===== config.mk =====
export PLATFORM = sky130hd
export DESIGN_NAME = operand_sequencer_flat
export DESIGN_NICKNAME = d
export VERILOG_FILES = /design/src/rtl/operand_sequencer_if.sv /design/src/rtl/operand_sequencer.sv /design/src/flat_wrapper.sv
export SDC_FILE = /design/constraint.sdc
export NUM_CORES = 1
export LEC_CHECK = 0
export CAP_MARGIN = 20
export CORE_UTILIZATION = 46
export DETAILED_ROUTE_END_ITERATION = 16
export PLACE_DENSITY = 0.78
export SLEW_MARGIN = 30
export SYNTH_ARGS = -nofsm -noshare
export SYNTH_HDL_FRONTEND = slang
export SYNTH_SLANG_ARGS = --single-unit

===== constraint.sdc =====
create_clock -name clk -period 2.1 [get_ports clk]
set_clock_uncertainty 0.1 [all_clocks]
set_input_delay 0.42 -clock clk [delete_from_list [all_inputs] [get_ports clk]]
set_output_delay 0.42 -clock clk [all_outputs]
set_load 0.005 [all_outputs]

===== src/rtl/operand_sequencer_if.sv =====
// Calculator display interface between the board inputs, the operand
// sequencer and the display driver.
//   SW, ENTER, OP, CHAIN : board inputs into the sequencer
//   A, B, R, ovf         : captured operands, result and signed overflow
//   state, done          : sequencer phase and "result showing" flag
// master = the sequencer; slave = whoever drives the board inputs and
// consumes the display values.
interface operand_sequencer_if;
    localparam int unsigned DW = 4;
    localparam int unsigned SW_W = 2;

    logic [DW-1:0]   SW;
    logic            ENTER;
    logic            OP;
    logic            CHAIN;
    logic [DW-1:0]   A;
    logic [DW-1:0]   B;
    logic [DW-1:0]   R;
    logic            ovf;
    logic [SW_W-1:0] state;
    logic            done;

    modport master (
        input  SW, ENTER, OP, CHAIN,
        output A, B, R, ovf, state, done
    );

    modport slave (
        output SW, ENTER, OP, CHAIN,
        input  A, B, R, ovf, state, done
    );
endinterface


===== src/rtl/operand_sequencer.sv =====
// Operand sequencer: debounces ENTER, captures two 4-bit two's-complement
// operands from SW, computes A+B or A-B with signed overflow and holds the
// result for the display driver. In SHOW, a press may chain R in as the new A.
// Ports:
//   clk  : system clock, rising edge
//   rst  : synchronous active-high reset
//   bus  : operand_sequencer_if.master (SW/ENTER/OP/CHAIN in, A/B/R/ovf/state/done out)
module operand_sequencer #(
    parameter int unsigned DEBOUNCE = 16,
    parameter int unsigned CW       = 5
) (
    input  logic                   clk,
    input  logic                   rst,
    operand_sequencer_if.master    bus
);

    localparam int unsigned DW  = 4;
    localparam int unsigned XW  = DW + 1;

    typedef enum logic [1:0] {
        LOAD_A = 2'b00,
        LOAD_B = 2'b01,
        CALC   = 2'b10,
        SHOW   = 2'b11
    } state_t;

    // Input conditioning state
    logic          sync1;
    logic          sync2;
    logic          db;
    logic [CW-1:0] cnt;
    logic          press;

    // Datapath / FSM state
    state_t        state_q, state_n;
    logic [DW-1:0] a_q, a_n;
    logic [DW-1:0] b_q, b_n;
    logic [DW-1:0] r_q, r_n;
    logic          ovf_q, ovf_n;
    logic          op_q, op_n;
    logic          done_q;
    logic [XW-1:0] ext_a;
    logic [XW-1:0] ext_b;
    logic [XW-1:0] s5;

    // Two-flop synchronizer and level debouncer; press pulses only on a 0->1 settle
    always_ff @(posedge clk) begin
        if (rst) begin
            sync1 <= 1'b0;
            sync2 <= 1'b0;
            db    <= 1'b0;
            cnt   <= '0;
            press <= 1'b0;
        end else begin
            sync1 <= bus.ENTER;
            sync2 <= sync1;
            press <= 1'b0;
            if (sync2 == db) begin
                cnt <= '0;
            end else if (cnt == CW'(DEBOUNCE - 1)) begin
                db    <= sync2;
                cnt   <= '0;
                press <= sync2;
            end else begin
                cnt <= cnt + CW'(1);
            end
        end
    end

    // Sign-extended 5-bit add/subtract; overflow when the top two bits disagree
    assign ext_a = {a_q[DW-1], a_q};
    assign ext_b = {b_q[DW-1], b_q};
    assign s5    = op_q ? (ext_a - ext_b) : (ext_a + ext_b);

    // State and data registers
    always_ff @(posedge clk) begin
        if (rst) begin
            state_q <= LOAD_A;
            a_q     <= '0;
            b_q     <= '0;
            r_q     <= '0;
            ovf_q   <= 1'b0;
            op_q    <= 1'b0;
            done_q  <= 1'b0;
        end else begin
            state_q <= state_n;
            a_q     <= a_n;
            b_q     <= b_n;
            r_q     <= r_n;
            ovf_q   <= ovf_n;
            op_q    <= op_n;
            done_q  <= (state_n == SHOW);
        end
    end

    // Next-state and next-data logic; a press during CALC is simply not consumed
    always_comb begin
        state_n = state_q;
        a_n     = a_q;
        b_n     = b_q;
        r_n     = r_q;
        ovf_n   = ovf_q;
        op_n    = op_q;
        case (state_q)
            LOAD_A: begin
                if (press) begin
                    a_n     = bus.SW;
                    state_n = LOAD_B;
                end
            end
            LOAD_B: begin
                if (press) begin
                    b_n     = bus.SW;
                    op_n    = bus.OP;
                    state_n = CALC;
                end
            end
            CALC: begin
                r_n     = s5[DW-1:0];
                ovf_n   = s5[XW-1] ^ s5[XW-2];
                state_n = SHOW;
            end
            SHOW: begin
                if (press) begin
                    a_n     = bus.CHAIN ? r_q : bus.SW;
                    state_n = LOAD_B;
                end
            end
            default: state_n = LOAD_A;
        endcase
    end

    assign bus.A     = a_q;
    assign bus.B     = b_q;
    assign bus.R     = r_q;
    assign bus.ovf   = ovf_q;
    assign bus.state = state_q;
    assign bus.done  = done_q;

endmodule


===== src/flat_wrapper.sv =====
// flat-port wrapper written by rule: the top's interface ports become plain ports
module operand_sequencer_flat 
#(
    parameter int unsigned DEBOUNCE = 16,
    parameter int unsigned CW       = 5
)
  (clk, rst, bus_SW, bus_ENTER, bus_OP, bus_CHAIN, bus_A, bus_B, bus_R, bus_ovf, bus_state, bus_done);
  operand_sequencer_if bus_i ();
  input  logic clk;
  input  logic rst;
  input wire logic [$bits(bus_i.SW)-1:0] bus_SW;
  input wire logic [$bits(bus_i.ENTER)-1:0] bus_ENTER;
  input wire logic [$bits(bus_i.OP)-1:0] bus_OP;
  input wire logic [$bits(bus_i.CHAIN)-1:0] bus_CHAIN;
  output wire logic [$bits(bus_i.A)-1:0] bus_A;
  output wire logic [$bits(bus_i.B)-1:0] bus_B;
  output wire logic [$bits(bus_i.R)-1:0] bus_R;
  output wire logic [$bits(bus_i.ovf)-1:0] bus_ovf;
  output wire logic [$bits(bus_i.state)-1:0] bus_state;
  output wire logic [$bits(bus_i.done)-1:0] bus_done;
  assign bus_i.SW = bus_SW;
  assign bus_i.ENTER = bus_ENTER;
  assign bus_i.OP = bus_OP;
  assign bus_i.CHAIN = bus_CHAIN;
  assign bus_A = bus_i.A;
  assign bus_B = bus_i.B;
  assign bus_R = bus_i.R;
  assign bus_ovf = bus_i.ovf;
  assign bus_state = bus_i.state;
  assign bus_done = bus_i.done;
  operand_sequencer #(.DEBOUNCE(DEBOUNCE), .CW(CW)) u_core (.clk(clk), .rst(rst), .bus(bus_i));
endmodule

# After elaboration in Yosys (flattened, before gate mapping)

Cells that the tools add are included.

Word-level logic and storage cells: 42
Output and inout bits: 16
Bits in registers: 26

Reduce and logical (&&, ||, !) cells: 8
Bitwise gates (word level): 3
Multiplexer cells: 8
Equal/unequal tests: 8
$add $sub $neg: 3

Operators with widths:

| operator                                            | count |
|---|---|
| 2-to-1 mux 4 bit                                    | 3 |
| one-hot mux 4 bit (2 select lines)                  | 1 |
| equality test 2 bit, second input constant          | 3 |
| one-hot mux 2 bit (3 select lines)                  | 1 |
| OR reduction 3 bit                                  | 2 |
| adder 4 x 4 -> 5 bit                                | 1 |
| adder 5 x 1 -> 5 bit, second input constant         | 1 |
| equality test 5 x 4 -> 1 bit, second input constant | 1 |
| 2-to-1 mux 5 bit                                    | 1 |
| subtractor 4 x 4 -> 5 bit                           | 1 |
| 2-to-1 mux 2 bit                                    | 2 |
| != test 2 x 1 -> 1 bit, second input constant       | 2 |
| AND reduction 2 bit                                 | 2 |
| AND reduction 3 bit                                 | 1 |
| equality test 2 x 1 -> 1 bit, second input constant | 1 |
| logical NOT 2 bit                                   | 1 |
| inverter 1 bit                                      | 2 |
| nonzero test 2 bit                                  | 1 |
| OR reduction 2 bit                                  | 1 |
| equality test 1 bit                                 | 1 |
| XOR 1 bit                                           | 1 |

# Logic depth before layout (Yosys ltp)

Word-level depth: 4
Depth in mapped cells: 10
Mapped depth without buffers: 10

# Worst setup path before layout

OpenSTA, ideal clock, no wires.

Kind: register to register
Start point: register u_core.b_q[0], in the netlist u_core.bus.B[0]
End point: register u_core.ovf_q, in the netlist u_core.bus.ovf
Arrival time: 2.025 ns
Cell stages (with the launch flop): 10
Path slack: -0.156 ns
Cells stage by stage: dfxtp_1 inv_1 ha_1 mux2_2 fa_1 nor2b_1 o21ai_0 o2bb2ai_1 o221ai_1 o221ai_2

Cells in the longest elaborated chain, start to end: 3
Elaborated cells between the ends (all ways): 4

RTL lines:

| what                                                              | RTL line                 | text |
|---|---|---|
| from (decl)                                                       | operand_sequencer.sv:37  | `logic [DW-1:0] b_q, b_n;` |
| from (signal assigned)                                            | operand_sequencer.sv:88  | `b_q <= b_n;` |
| adder 4 x 4 -> 5 bit or subtractor 4 x 4 -> 5 bit (tied branches) | operand_sequencer.sv:73  | `assign s5 = op_q ? (ext_a - ext_b) : (ext_a + ext_b);` |
| 2-to-1 mux 5 bit (*)                                              | operand_sequencer.sv:73  |  |
| XOR 1 bit (*)                                                     | operand_sequencer.sv:120 | `ovf_n = s5[XW-1] ^ s5[XW-2];` |
| to (signal assigned)                                              | operand_sequencer.sv:90  | `ovf_q <= ovf_n;` |
| to (decl)                                                         | operand_sequencer.sv:39  | `logic ovf_q, ovf_n;` |

Mark *: on every way between the ends. The rest lies on a longest branch, timed or not.
A chain may end at the register's enable or synchronous reset.

# Worst setup path after layout

Same ends and word-level chain as after synthesis.

==> impl_metrics.env <==
export IMPL_status="finished, violations left"
export IMPL_violations="DRC, setup timing"
export IMPL_port_buffers=24
export IMPL_setup_slack_ps=-189
export IMPL_syn_area_um2=1380
export IMPL_peakVddDrop_uv=300
export IMPL_synth_edf_count=0
export IMPL_fp_row_count=19
export IMPL_grt_overflow=0
export IMPL_setup_viol=2
export IMPL_fmax_mhz=437
export IMPL_grt_busiest_layer="met2"
export IMPL_root_buffer="clkbuf_4"
export IMPL_finalMaxSlewViolations=0
export IMPL_clock_path_buffers=2
export IMPL_rr_endpoint="u_core.bus.ovf$_SDFFE_PP0P_"
export IMPL_avgSynthCellArea_um2=9.00
export IMPL_grt_util_met1_pct=22.0
export IMPL_die_h_um=56.7
export IMPL_post_route_util_pct=64.9
export IMPL_power_density_nw_per_um2=604
export IMPL_hold_viol_final=0
export IMPL_dieWidth_um=56.7
export IMPL_critical_path_class="flip-flop to flip-flop"
export IMPL_htree_levels=1
export IMPL_ant_nets=0
export IMPL_place_congestion=0.763
export IMPL_ff2ff_setup_slack_ps=-190
export IMPL_place_area_um2=1750
export IMPL_nFillCells=228
export IMPL_endpoint_kind="flip-flop"
export IMPL_fp_coreArea_um2=2810
export IMPL_clk_pin_slew_worst_paths_ps=130
export IMPL_r2r_cells=10
export IMPL_antenna_found_initial=0
export IMPL_hold_start="u_core.cnt[0]$_SDFF_PP0_"
export IMPL_finalNetCount=215
export IMPL_finalHoldWorstSlack_ps=358
export IMPL_p_leak_nw=0.654
export IMPL_drcViolationCount=4
export IMPL_pre_cts_slack_ps=-172
export IMPL_synth_distinct_cells=40
export IMPL_viasPerCell=5.34
export IMPL_drt_pre_antenna_iters=10
export IMPL_post_route_period_util_pct=109
export IMPL_synth_warning_count=0
export IMPL_dpl_hpwl_um=2450
export IMPL_layout_drive_gt1_share_pct=19.3
export IMPL_fin_total_pwr_mw=1.10
export IMPL_crit_path_max_incr_delay_ps=370
export IMPL_cts_tree="done"
export IMPL_cp_max_fo=4
export IMPL_crit_arrival_ps=2440
export IMPL_clk_latency_ps=320
export IMPL_ys_seq_area_share_pct=37.8
export IMPL_dieArea_um2=3210
export IMPL_start_util_pct=49.1
export IMPL_hold_path_depth=1
export IMPL_io_pins=25
export IMPL_worst_slew_pin_slew_ps=464
export IMPL_grtUsageTotal_pct=20.2
export IMPL_clock_sinks=26
export IMPL_hold_path_class="flip-flop to flip-flop"
export IMPL_grt_pass1_wl_um=5020
export IMPL_cp_slowest_cell="or3b_1"
export IMPL_design_area_um2=1820
export IMPL_grt_start_max_net_pins=15
export IMPL_synth_cells=153
export IMPL_hold_end="u_core.cnt[0]$_SDFF_PP0_"
export IMPL_cts_inserted_buffers=3
export IMPL_syn_nets=175
export IMPL_path_cells="inv_2, ha_4, nor2_4, xnor2_2, ha_1, a21oi_2, nand3b_1, nor2b_1, or3b_1, o221ai_2"
export IMPL_routedWlPerCell_um=13.8
export IMPL_grt_use_met3_pct=2.76
export IMPL_start_kind="flip-flop"
export IMPL_use_met2_pct=38.3
export IMPL_num_vias=1191
export IMPL_wl_um=3080
export IMPL_areaGrowthSynthToFinish_pct=32.3
export IMPL_antennaDiodeCount=0
export IMPL_r2r_start="u_core.bus.B[0]$_SDFFE_PP0P_"
export IMPL_rsz0062_at_grt="true"
export IMPL_cts_hold_buf=0
export IMPL_fin_crit_ps=2290
export IMPL_synth_ff_type="dfxtp_1"
export IMPL_async_flop_share_pct=0
export IMPL_grt_pass1_vias=1195
export IMPL_maxCapViolations=0
export IMPL_ys_ff_latch=26
export IMPL_slew_headroom_pct=69.0
export IMPL_drt_iter0_drc=21
export IMPL_worstPathRequired_ps=2250
==> final cells by class <==
type / count / area (um^2) / share of cell area, %
multi-input combinational: 111 / 825 / 45.3
sequential: 26 / 523 / 28.7
timing repair buffer: 39 / 353 / 19.4
inverter: 12 / 45.0 / 2.47
tap: 31 / 38.8 / 2.13
clock buffer: 4 / 36.3 / 1.99
==> cells in the final DEF (no fill, tap or decap), types with 2 or more instances in the layout <==
cell | synthesis | final
nor2_1 | 22 | 21
ha_4 | 0 | 2
dfxtp_2 | 0 | 2
xnor2_1 | 5 | 4
clkdlybuf4s50_1 | 0 | 24
dfxtp_1 | 26 | 24
clkbuf_4 | 0 | 3
ha_1 | 12 | 10
inv_1 | 11 | 8
buf_4 | 1 | 15
a211oi_1 | 2 | 2
nand3_1 | 10 | 10
nand3b_1 | 2 | 2
mux2i_1 | 4 | 4
a21oi_1 | 8 | 7
a311oi_1 | 4 | 4
nand2_1 | 13 | 13
inv_2 | 1 | 4
o22a_1 | 2 | 2
nor2b_1 | 5 | 5
==> flip-flops by register name, summed over array words and instances, names as in the netlist <==
register          cells
u_core.db             1
u_core.bus.done       1
u_core.bus.ovf        1
u_core.sync1          1
u_core.bus.B          4
u_core.bus.A          4
u_core.bus.state      2
u_core.press          1
u_core.cnt            5
u_core.op_q           1
u_core.sync2          1
u_core.bus.R          4
==> metrics by stage <==
| step | cells | TNS (ps) |
|---|---|---|
| final | 223 | -192 |
| after global routing | 223 | -404 |
| after CTS | 221 | -143 |
| after detailed placement | 216 | -172 |
| after global placement | 216 | -55.9 |
| after floorplan | 153 | -42.4 |
==> routing by layer <==
| layer | vias up | part of all wire (%) |
|---|---|---|
| li1 | 604 | - |
| met1 | 545 | 40 |
| met2 | 31 | 55 |
| met3 | 11 | 2.9 |
| met4 | 0 | 2.3 |
| met5 | - | 0 |
==> worst max-delay path: cells and delay by family, from the launching register on <==
| kind | cells | cell delay, ps |
|---|---|---|
| AOI/OAI and AO/OA | 2 | 360 |
| adders and majority gates | 2 | 460 |
| DFF | 1 | 360 |
| and+or+nand+nor | 4 | 760 |
| xor gates and xnor gates | 1 | 130 |
| buffers and inverters | 1 | 50 |
==> kinds of logic (layout without fill, tap and decap cells) <==
| kind of cell | Yosys count | after routing | synth area share [%] |
|---|---|---|---|
| AO/OA/AOI/OAI | 26 | 26 | 14.5 |
| flip-flops | 26 | 26 | 37.8 |
| adder cells (fa/ha/maj) | 13 | 13 | 12.4 |
| XOR/XNOR | 6 | 6 | 3.82 |
| multiplexers | 5 | 5 | 3.73 |
| buffers and inverters | 16 | 55 | 5.91 |
| AND/OR/NAND/NOR | 61 | 61 | 21.9 |
==> synth_stat cells (2+ instances only) <==
master    count  share of area, %
a311oi_1      4               2.5
nor2_1       22               6.0
nor2b_1       5               2.3
mux2i_1       4               2.9
nand3b_1      2               1.1
a21oi_1       8               2.9
nand3_1      10               3.6
a211oi_1      2               1.1
xnor2_1       5               3.2
ha_1         12                11
inv_1        11               3.0
o22a_1        2               1.3
nand2_1      13               3.5
o21ai_0       2              0.73
dfxtp_1      26                38
==> where the power goes <==
part	switching, mW	internal [mW]
registers	0.0308	0.520
clock network	0.147	0.106
logic	0.138	0.158
total	0.316	0.783
==> timing repair <==
action,4_1_cts,5_1_grt
gates resized for setup,1,2
setup buffers,1,2
endpoints found under the setup margin,1,2
pin swaps,3,2
gates cloned,0,0
==> worst max-delay path by stage <==
stage / start / end / slack, ps / cells past startpoint
2_1_floorplan: u_core.bus.B[1]$_SDFFE_PP0P_ / u_core.bus.ovf$_SDFFE_PP0P_ / -40 / 10
3_3_place_gp: u_core.bus.B[0]$_SDFFE_PP0P_ / u_core.bus.ovf$_SDFFE_PP0P_ / -60 / 10
4_1_cts: u_core.bus.B[1]$_SDFFE_PP0P_ / u_core.bus.ovf$_SDFFE_PP0P_ / -140 / 10
5_1_grt: u_core.bus.B[1]$_SDFFE_PP0P_ / u_core.bus.ovf$_SDFFE_PP0P_ / -310 / 10
6_report: u_core.bus.B[0]$_SDFFE_PP0P_ / u_core.bus.ovf$_SDFFE_PP0P_ / -190 / 10
3_5_place_dp: u_core.bus.B[1]$_SDFFE_PP0P_ / u_core.bus.ovf$_SDFFE_PP0P_ / -170 / 10
No activity file was read; power rests on OpenSTA's default activity.
